`src/rtl/tcb_lite_vip_subordinate_if.sv`:
```
// rtl/tcb_lite_vip_subordinate_if.sv - TCB-Lite request/response bundle
interface tcb_lite_vip_subordinate_if #(
  parameter int AW = 8,
  parameter int DW = 32
);
  // request channel
  logic            vld;
  logic            rdy;
  logic            wen;
  logic [AW-1:0]   adr;
  logic [DW/8-1:0] ben;
  logic [DW-1:0]   wdt;
  // response channel
  logic [DW-1:0]   rdt;
  logic            err;

  modport master (
    output vld, wen, adr, ben, wdt,
    input  rdy, rdt, err
  );

  modport slave (
    input  vld, wen, adr, ben, wdt,
    output rdy, rdt, err
  );
endinterface

```
`src/rtl/tcb_lite_vip_subordinate.sv`:
```
// rtl/tcb_lite_vip_subordinate.sv - TCB-Lite responder with memory, backpressure and fixed response delay
module tcb_lite_vip_subordinate #(
  parameter int AW   = 8,
  parameter int DW   = 32,
  parameter int SIZE = 64,
  parameter int DLY  = 1,
  parameter int BPR  = 0
) (
  input  logic                      clk,
  input  logic                      rst,
  tcb_lite_vip_subordinate_if.slave tcb
);

  localparam int BW = DW / 8;
  localparam int IW = AW - 2;
  localparam int MW = (SIZE > 1) ? $clog2(SIZE) : 1;
  localparam int CW = (BPR > 1) ? $clog2(BPR) : 1;
  localparam logic [IW:0] SIZE_W = (IW+1)'(SIZE);

  // Elaboration-time parameter sanity
  if (DW != 32) begin : g_chk_dw
    $fatal(1, "tcb_lite_vip_subordinate: DW must be 32");
  end
  if (DLY < 1 || DLY > 4) begin : g_chk_dly
    $fatal(1, "tcb_lite_vip_subordinate: DLY must be in 1..4");
  end
  if (SIZE > 2**(AW-2)) begin : g_chk_size
    $fatal(1, "tcb_lite_vip_subordinate: SIZE exceeds address space");
  end

  typedef enum logic {
    ST_WAIT = 1'b0,
    ST_RDY  = 1'b1
  } state_t;

  state_t          state_q;
  logic [CW-1:0]   cnt_q;
  logic            rdy_q;
  logic            trn;

  logic [IW-1:0]   idx;
  logic [MW-1:0]   mem_idx;
  logic            adr_err;
  logic [DW-1:0]   rd_word;
  logic [DW-1:0]   s1_rdt_d;
  logic            s1_err_d;

  logic [DW-1:0]   mem_q  [SIZE];
  logic            pvld_q [DLY];
  logic [DW-1:0]   prdt_q [DLY];
  logic            perr_q [DLY];

  // rdy comes straight from a flop, so the manager never sees a path from its own vld
  assign trn     = tcb.vld & rdy_q;
  assign tcb.rdy = rdy_q;

  // Backpressure FSM: BPR counted stall cycles with vld high, then one ready cycle per transfer
  always_ff @(posedge clk or negedge rst) begin
    if (!rst) begin
      state_q <= ST_WAIT;
      cnt_q   <= '0;
      rdy_q   <= 1'b0;
    end else begin
      case (state_q)
        ST_WAIT: begin
          if (BPR == 0) begin
            state_q <= ST_RDY;
            rdy_q   <= 1'b1;
          end else if (tcb.vld) begin
            if (int'(cnt_q) == BPR - 1) begin
              state_q <= ST_RDY;
              rdy_q   <= 1'b1;
              cnt_q   <= '0;
            end else begin
              cnt_q <= cnt_q + 1'b1;
            end
          end
        end
        ST_RDY: begin
          if (trn && (BPR > 0)) begin
            state_q <= ST_WAIT;
            rdy_q   <= 1'b0;
            cnt_q   <= '0;
          end
        end
        default: begin
          state_q <= ST_WAIT;
          rdy_q   <= 1'b0;
          cnt_q   <= '0;
        end
      endcase
    end
  end

  // Address decode: misaligned or beyond the memory depth is an error
  always_comb begin
    idx      = tcb.adr[AW-1:2];
    mem_idx  = idx[MW-1:0];
    adr_err  = (tcb.adr[1:0] != 2'b00) || ({1'b0, idx} >= SIZE_W);
    rd_word  = '0;
    if (!adr_err) begin
      rd_word = mem_q[mem_idx];
    end
  end

  // First response stage contents; non-read or idle cycles carry zeros
  always_comb begin
    s1_rdt_d = '0;
    s1_err_d = 1'b0;
    if (trn) begin
      s1_err_d = adr_err;
      if (!tcb.wen && !adr_err) begin
        s1_rdt_d = rd_word;
      end
    end
  end

  // Memory write with byte lanes; contents survive reset on purpose
  always_ff @(posedge clk) begin
    if (trn && tcb.wen && !adr_err) begin
      for (int i = 0; i < BW; i++) begin
        if (tcb.ben[i]) begin
          mem_q[mem_idx][8*i +: 8] <= tcb.wdt[8*i +: 8];
        end
      end
    end
  end

  // Response delay line; reset drops anything in flight
  always_ff @(posedge clk or negedge rst) begin
    if (!rst) begin
      for (int i = 0; i < DLY; i++) begin
        pvld_q[i] <= 1'b0;
        prdt_q[i] <= '0;
        perr_q[i] <= 1'b0;
      end
    end else begin
      pvld_q[0] <= trn;
      prdt_q[0] <= s1_rdt_d;
      perr_q[0] <= s1_err_d;
      for (int i = 1; i < DLY; i++) begin
        pvld_q[i] <= pvld_q[i-1];
        prdt_q[i] <= prdt_q[i-1];
        perr_q[i] <= perr_q[i-1];
      end
    end
  end

  assign tcb.rdt = pvld_q[DLY-1] ? prdt_q[DLY-1] : '0;
  assign tcb.err = pvld_q[DLY-1] & perr_q[DLY-1];

endmodule

```
`src/flat_wrapper.sv`:
```
// flat-port wrapper written by rule: the top's interface ports become plain ports
module tcb_lite_vip_subordinate_flat 
#(
  parameter int AW   = 8,
  parameter int DW   = 32,
  parameter int SIZE = 64,
  parameter int DLY  = 1,
  parameter int BPR  = 0
)
  (clk, rst, tcb_vld, tcb_wen, tcb_adr, tcb_ben, tcb_wdt, tcb_rdy, tcb_rdt, tcb_err);
  tcb_lite_vip_subordinate_if #(.AW(AW), .DW(DW)) tcb_i ();
  input  logic clk;
  input  logic rst;
  input wire logic [$bits(tcb_i.vld)-1:0] tcb_vld;
  input wire logic [$bits(tcb_i.wen)-1:0] tcb_wen;
  input wire logic [$bits(tcb_i.adr)-1:0] tcb_adr;
  input wire logic [$bits(tcb_i.ben)-1:0] tcb_ben;
  input wire logic [$bits(tcb_i.wdt)-1:0] tcb_wdt;
  output wire logic [$bits(tcb_i.rdy)-1:0] tcb_rdy;
  output wire logic [$bits(tcb_i.rdt)-1:0] tcb_rdt;
  output wire logic [$bits(tcb_i.err)-1:0] tcb_err;
  assign tcb_i.vld = tcb_vld;
  assign tcb_i.wen = tcb_wen;
  assign tcb_i.adr = tcb_adr;
  assign tcb_i.ben = tcb_ben;
  assign tcb_i.wdt = tcb_wdt;
  assign tcb_rdy = tcb_i.rdy;
  assign tcb_rdt = tcb_i.rdt;
  assign tcb_err = tcb_i.err;
  tcb_lite_vip_subordinate #(.AW(AW), .DW(DW), .SIZE(SIZE), .DLY(DLY), .BPR(BPR)) u_core (.clk(clk), .rst(rst), .tcb(tcb_i));
endmodule
```
`config.mk`:
```
export PLATFORM = sky130hd
export DESIGN_NAME = tcb_lite_vip_subordinate_flat
export DESIGN_NICKNAME = d
export VERILOG_FILES = /design/src/rtl/tcb_lite_vip_subordinate_if.sv /design/src/rtl/tcb_lite_vip_subordinate.sv /design/src/flat_wrapper.sv
export SDC_FILE = /design/constraint.sdc
export NUM_CORES = 2
export LEC_CHECK = 0
export CAP_MARGIN = 20
export CORE_MARGIN = 1
export CORE_UTILIZATION = 45
export CTS_CLUSTER_DIAMETER = 200
export DETAILED_ROUTE_END_ITERATION = 12
export PLACE_DENSITY = 0.62
export SETUP_SLACK_MARGIN = 0.3
export SYNTH_ARGS = -nofsm -noshare
export SYNTH_HDL_FRONTEND = slang
export SYNTH_SLANG_ARGS = --single-unit
```
`constraint.sdc`:
```
create_clock -name clk -period 2.5 [get_ports clk]
set_input_delay 0.625 -clock clk [delete_from_list [all_inputs] [get_ports clk]]
set_output_delay 0.625 -clock clk [all_outputs]
set_load 0.02 [all_outputs]
```
==> impl_metrics.json <==
{
  "multi_input_area_um2": 17050,
  "netlist_top_cells_count": "edfxtp_1 (2048), a22oi_1 (394), nor2_1 (386)",
  "clk_pin_slew_ps": 60,
  "synth.top_cell.area_share_pct": 76.94,
  "area_growth_syn_to_layout_pct": 25.58,
  "fin_nets": 5628,
  "grt_pass1_wl_um": 376100,
  "io_buffers": 81,
  "setup_viol": 0,
  "antenna_left": 0,
  "start_util_pct": 45.34,
  "crit_type": "register to output port",
  "clkPwrFrac_pct": 41.5,
  "overflow": 0,
  "cts_tree": "yes",
  "dp.cells": 7697,
  "cts_root_buf": "clkbuf_16",
  "cts_made_buffers": 204,
  "synthArstFlopShare_pct": 1.727,
  "placed_area_um2": 92760,
  "p_seq_share_pct": 52.1,
  "yosys.area_share.simple_pct": 3.597,
  "avgRoutedWirePerCell_um": 33.55,
  "status": "finished, violations left",
  "gp_congestion": 0.9720,
  "vdd_ir_drop_max_mv": 0.6887,
  "insertion_delay_ps": 860,
  "antenna_found_initial": 21,
  "netlist.top_cell.by_area": "edfxtp_1",
  "worstPathArrival_ps": 1870,
  "synth_top_family_by_area": "compound AO/OA/AOI/OAI gates",
  "slew_violations": 0,
  "via_per_inst": 6.353,
  "synthMuxAreaShare_pct": 3.976,
  "dp_hpwl_um": 187400,
  "swShare_pct": 22.28,
  "yosysUniqueCellTypes": 62,
  "synth_ff_type": "edfxtp_1",
  "synth_compound_area_share_pct": 12.32,
  "yosysWarnings": 0,
  "rows": 154,
  "violations": "design-rule violations",
  "synth_edf_count": 2048,
  "synth.area.top_cells": "edfxtp_1 (77%), a221oi_1 (3.8%), a22oi_1 (3.7%)",
  "critPathLaunchType": "register",
  "syn_area_per_cell_um2": 16.98,
  "power.internal_uw": 57310,
  "firstDrtPassIters": 12,
  "core_um2": 176300,
  "hold_path.class": "input port to register",
  "drive_gt1_share_pct": 30.55,
  "p_switching_uw": 16430,
  "design_area_um2": 100400,
  "p_total_uw": 73750,
  "syn-instance-count": 4709,
  "finalClockSkew_ps": 44.09,
  "seqCellArea_um2": 62410,
  "slew_headroom_pct": 31.65,
  "fmax_mhz": 400.2,
  "pin_count": 82,
  "crit_required_ps": 1880,
  "drt_iter0_drc": 7710,
  "rsz0062_at_grt": "yes",
  "p_leak_uw": 0.03291,
  "wl_um": 272000,
  "yosysMostFrequentCell": "edfxtp_1",
  "htreeDepth": 4,
  "grt_pass1_vias": 49662,
  "die_w_um": 423.5,
  "clock-sinks": 2084,
  "cp_max_fo": 8,
  "finalHoldViolCount": 0,
  "dieArea_um2": 179300,
  "grt_max_degree": 65,
  "timing.final.crit_share_pct": 99.95,
  "fillers": 13333,
  "power.density_nw_per_um2": 734.7,
  "mappedNetlistArea_um2": 79940,
  "clockBufferDepth": 3,
  "worst_pin_slew_ps": 1025,
  "ys_seq_elements": 2084,
  "syn_nets": 4757,
  "fin_cells": 8107,
  "maxCapViolCount": 0,
  "synth-xor-area-share_pct": 0,
  "end_kind": "output port",
  "synthAdderAreaFrac_pct": 0,
  "power.share.combinational_pct": 6.4,
  "die_height_um": 423.5,
  "drc": 8,
  "seq_area_frac_synth_pct": 78.06,
  "track_usage_pct": 29.82,
  "fin_crit_ps": 2499,
  "vias": 51505,
  "fin_tns_setup_ps": 0
}
-- through the flow --
step	hold slack, ps	utilization [%]	setup WS [ps]
2_1_floorplan	329.4	-	59.01
3_3_place_gp	398.5	52.61	-1027
3_5_place_dp	407.3	52.61	-1067
6_report	150.6	56.94	1.308
5_1_grt	124.2	56.92	-28.91
4_1_cts	228.5	56.63	-51.33
-- cell type report --
class | count | share of cell area (%)
flip-flops and latches | 2084 | 62.18
multi-input cells | 2251 | 16.98
repair buffers | 1035 | 11.26
clock buffers | 250 | 5.360
well taps | 2340 | 2.917
clock inverters | 130 | 1.251
diodes | 13 | 0.03241
inverters | 4 | 0.02244
-- critical path, stage by stage (launching register included) --
cell,delay (ps)
dfrtp_2,420
buf_12,140
buf_16,150
and2_4,160
buf_6,130
-- sequential cells by signal, summed over array words and instances, names as in the netlist --
register and cells:
u_core.state_q 1, u_core.perr_q 1, u_core.prdt_q 32, u_core.pvld_q 1, u_core.tcb.rdy 1, u_core.mem_q 2048
-- per-layer routing --
layer / up-vias / wire [um] / share of wire [%] / GRT usage (%)
li1: 21180 / - / - / -
met1: 26238 / 101400 / 37 / 39.41
met2: 3457 / 125100 / 46 / 46.37
met3: 622 / 30330 / 11 / 7.022
met4: 8 / 15150 / 5.6 / 14.73
met5: - / 59 / 0.022 / 0
-- worst paths after layout --
kind,startpoint,to,slack (ps),cells after the start
max,u_core.pvld_q,tcb_rdt[9],1,4
min,tcb_wdt[11],u_core.mem_q[57][11],150,1
max reg2reg,u_core.mem_q[60][10],u_core.prdt_q[10],320,7
min reg2reg,u_core.state_q,u_core.tcb.rdy,420,1
max in group asynchronous,rst,u_core.prdt_q[4],1230,3
min in group asynchronous,rst,u_core.prdt_q[12],460,2
-- logic make-up (layout without fill, tap and decap cells) --
logic type,Yosys count,in the layout
buffers and inverters,374,1419
other,1,14
and+or+nand+nor,673,673
DFF,2084,2084
AOI/OAI and AO/OA,1288,1288
muxes,289,289
-- cell usage in the layout (no fill, tap or decap), types with 116 or more instances in the layout --
cell type / Yosys / final
a22oi_1: 394 / 390
nor2_1: 386 / 257
edfxtp_1: 2048 / 2048
o22ai_1: 120 / 116
buf_12: 0 / 259
mux2_2: 156 / 154
a221oi_1: 344 / 337
clkbuf_16: 0 / 207
buf_4: 5 / 666
nand2_1: 139 / 123
-- power by group through the flow --
| stage | sequential, uW | clock [uW] | combinational (uW) |
|---|---|---|---|
| after floorplan | 39100 | 0 | 1790 |
| after detailed placement | 39100 | 0 | 4480 |
| after global placement | 39100 | 0 | 4420 |
| final | 38400 | 30600 | 4740 |
| after CTS | 38400 | 30700 | 4560 |
| after global routing | 38400 | 32100 | 4880 |
-- what timing repair did --
item | in CTS | in global routing
endpoints found under the setup margin | 252 | 144
setup buffers | 1 | 9
cloned | 3 | 2
endpoints found under the hold margin | 19 | 0
resized for setup | 243 | 85
hold buffers | 1 | 0
pin swaps | 9 | 27
Note: power is estimated with default switching activity, not from simulation.
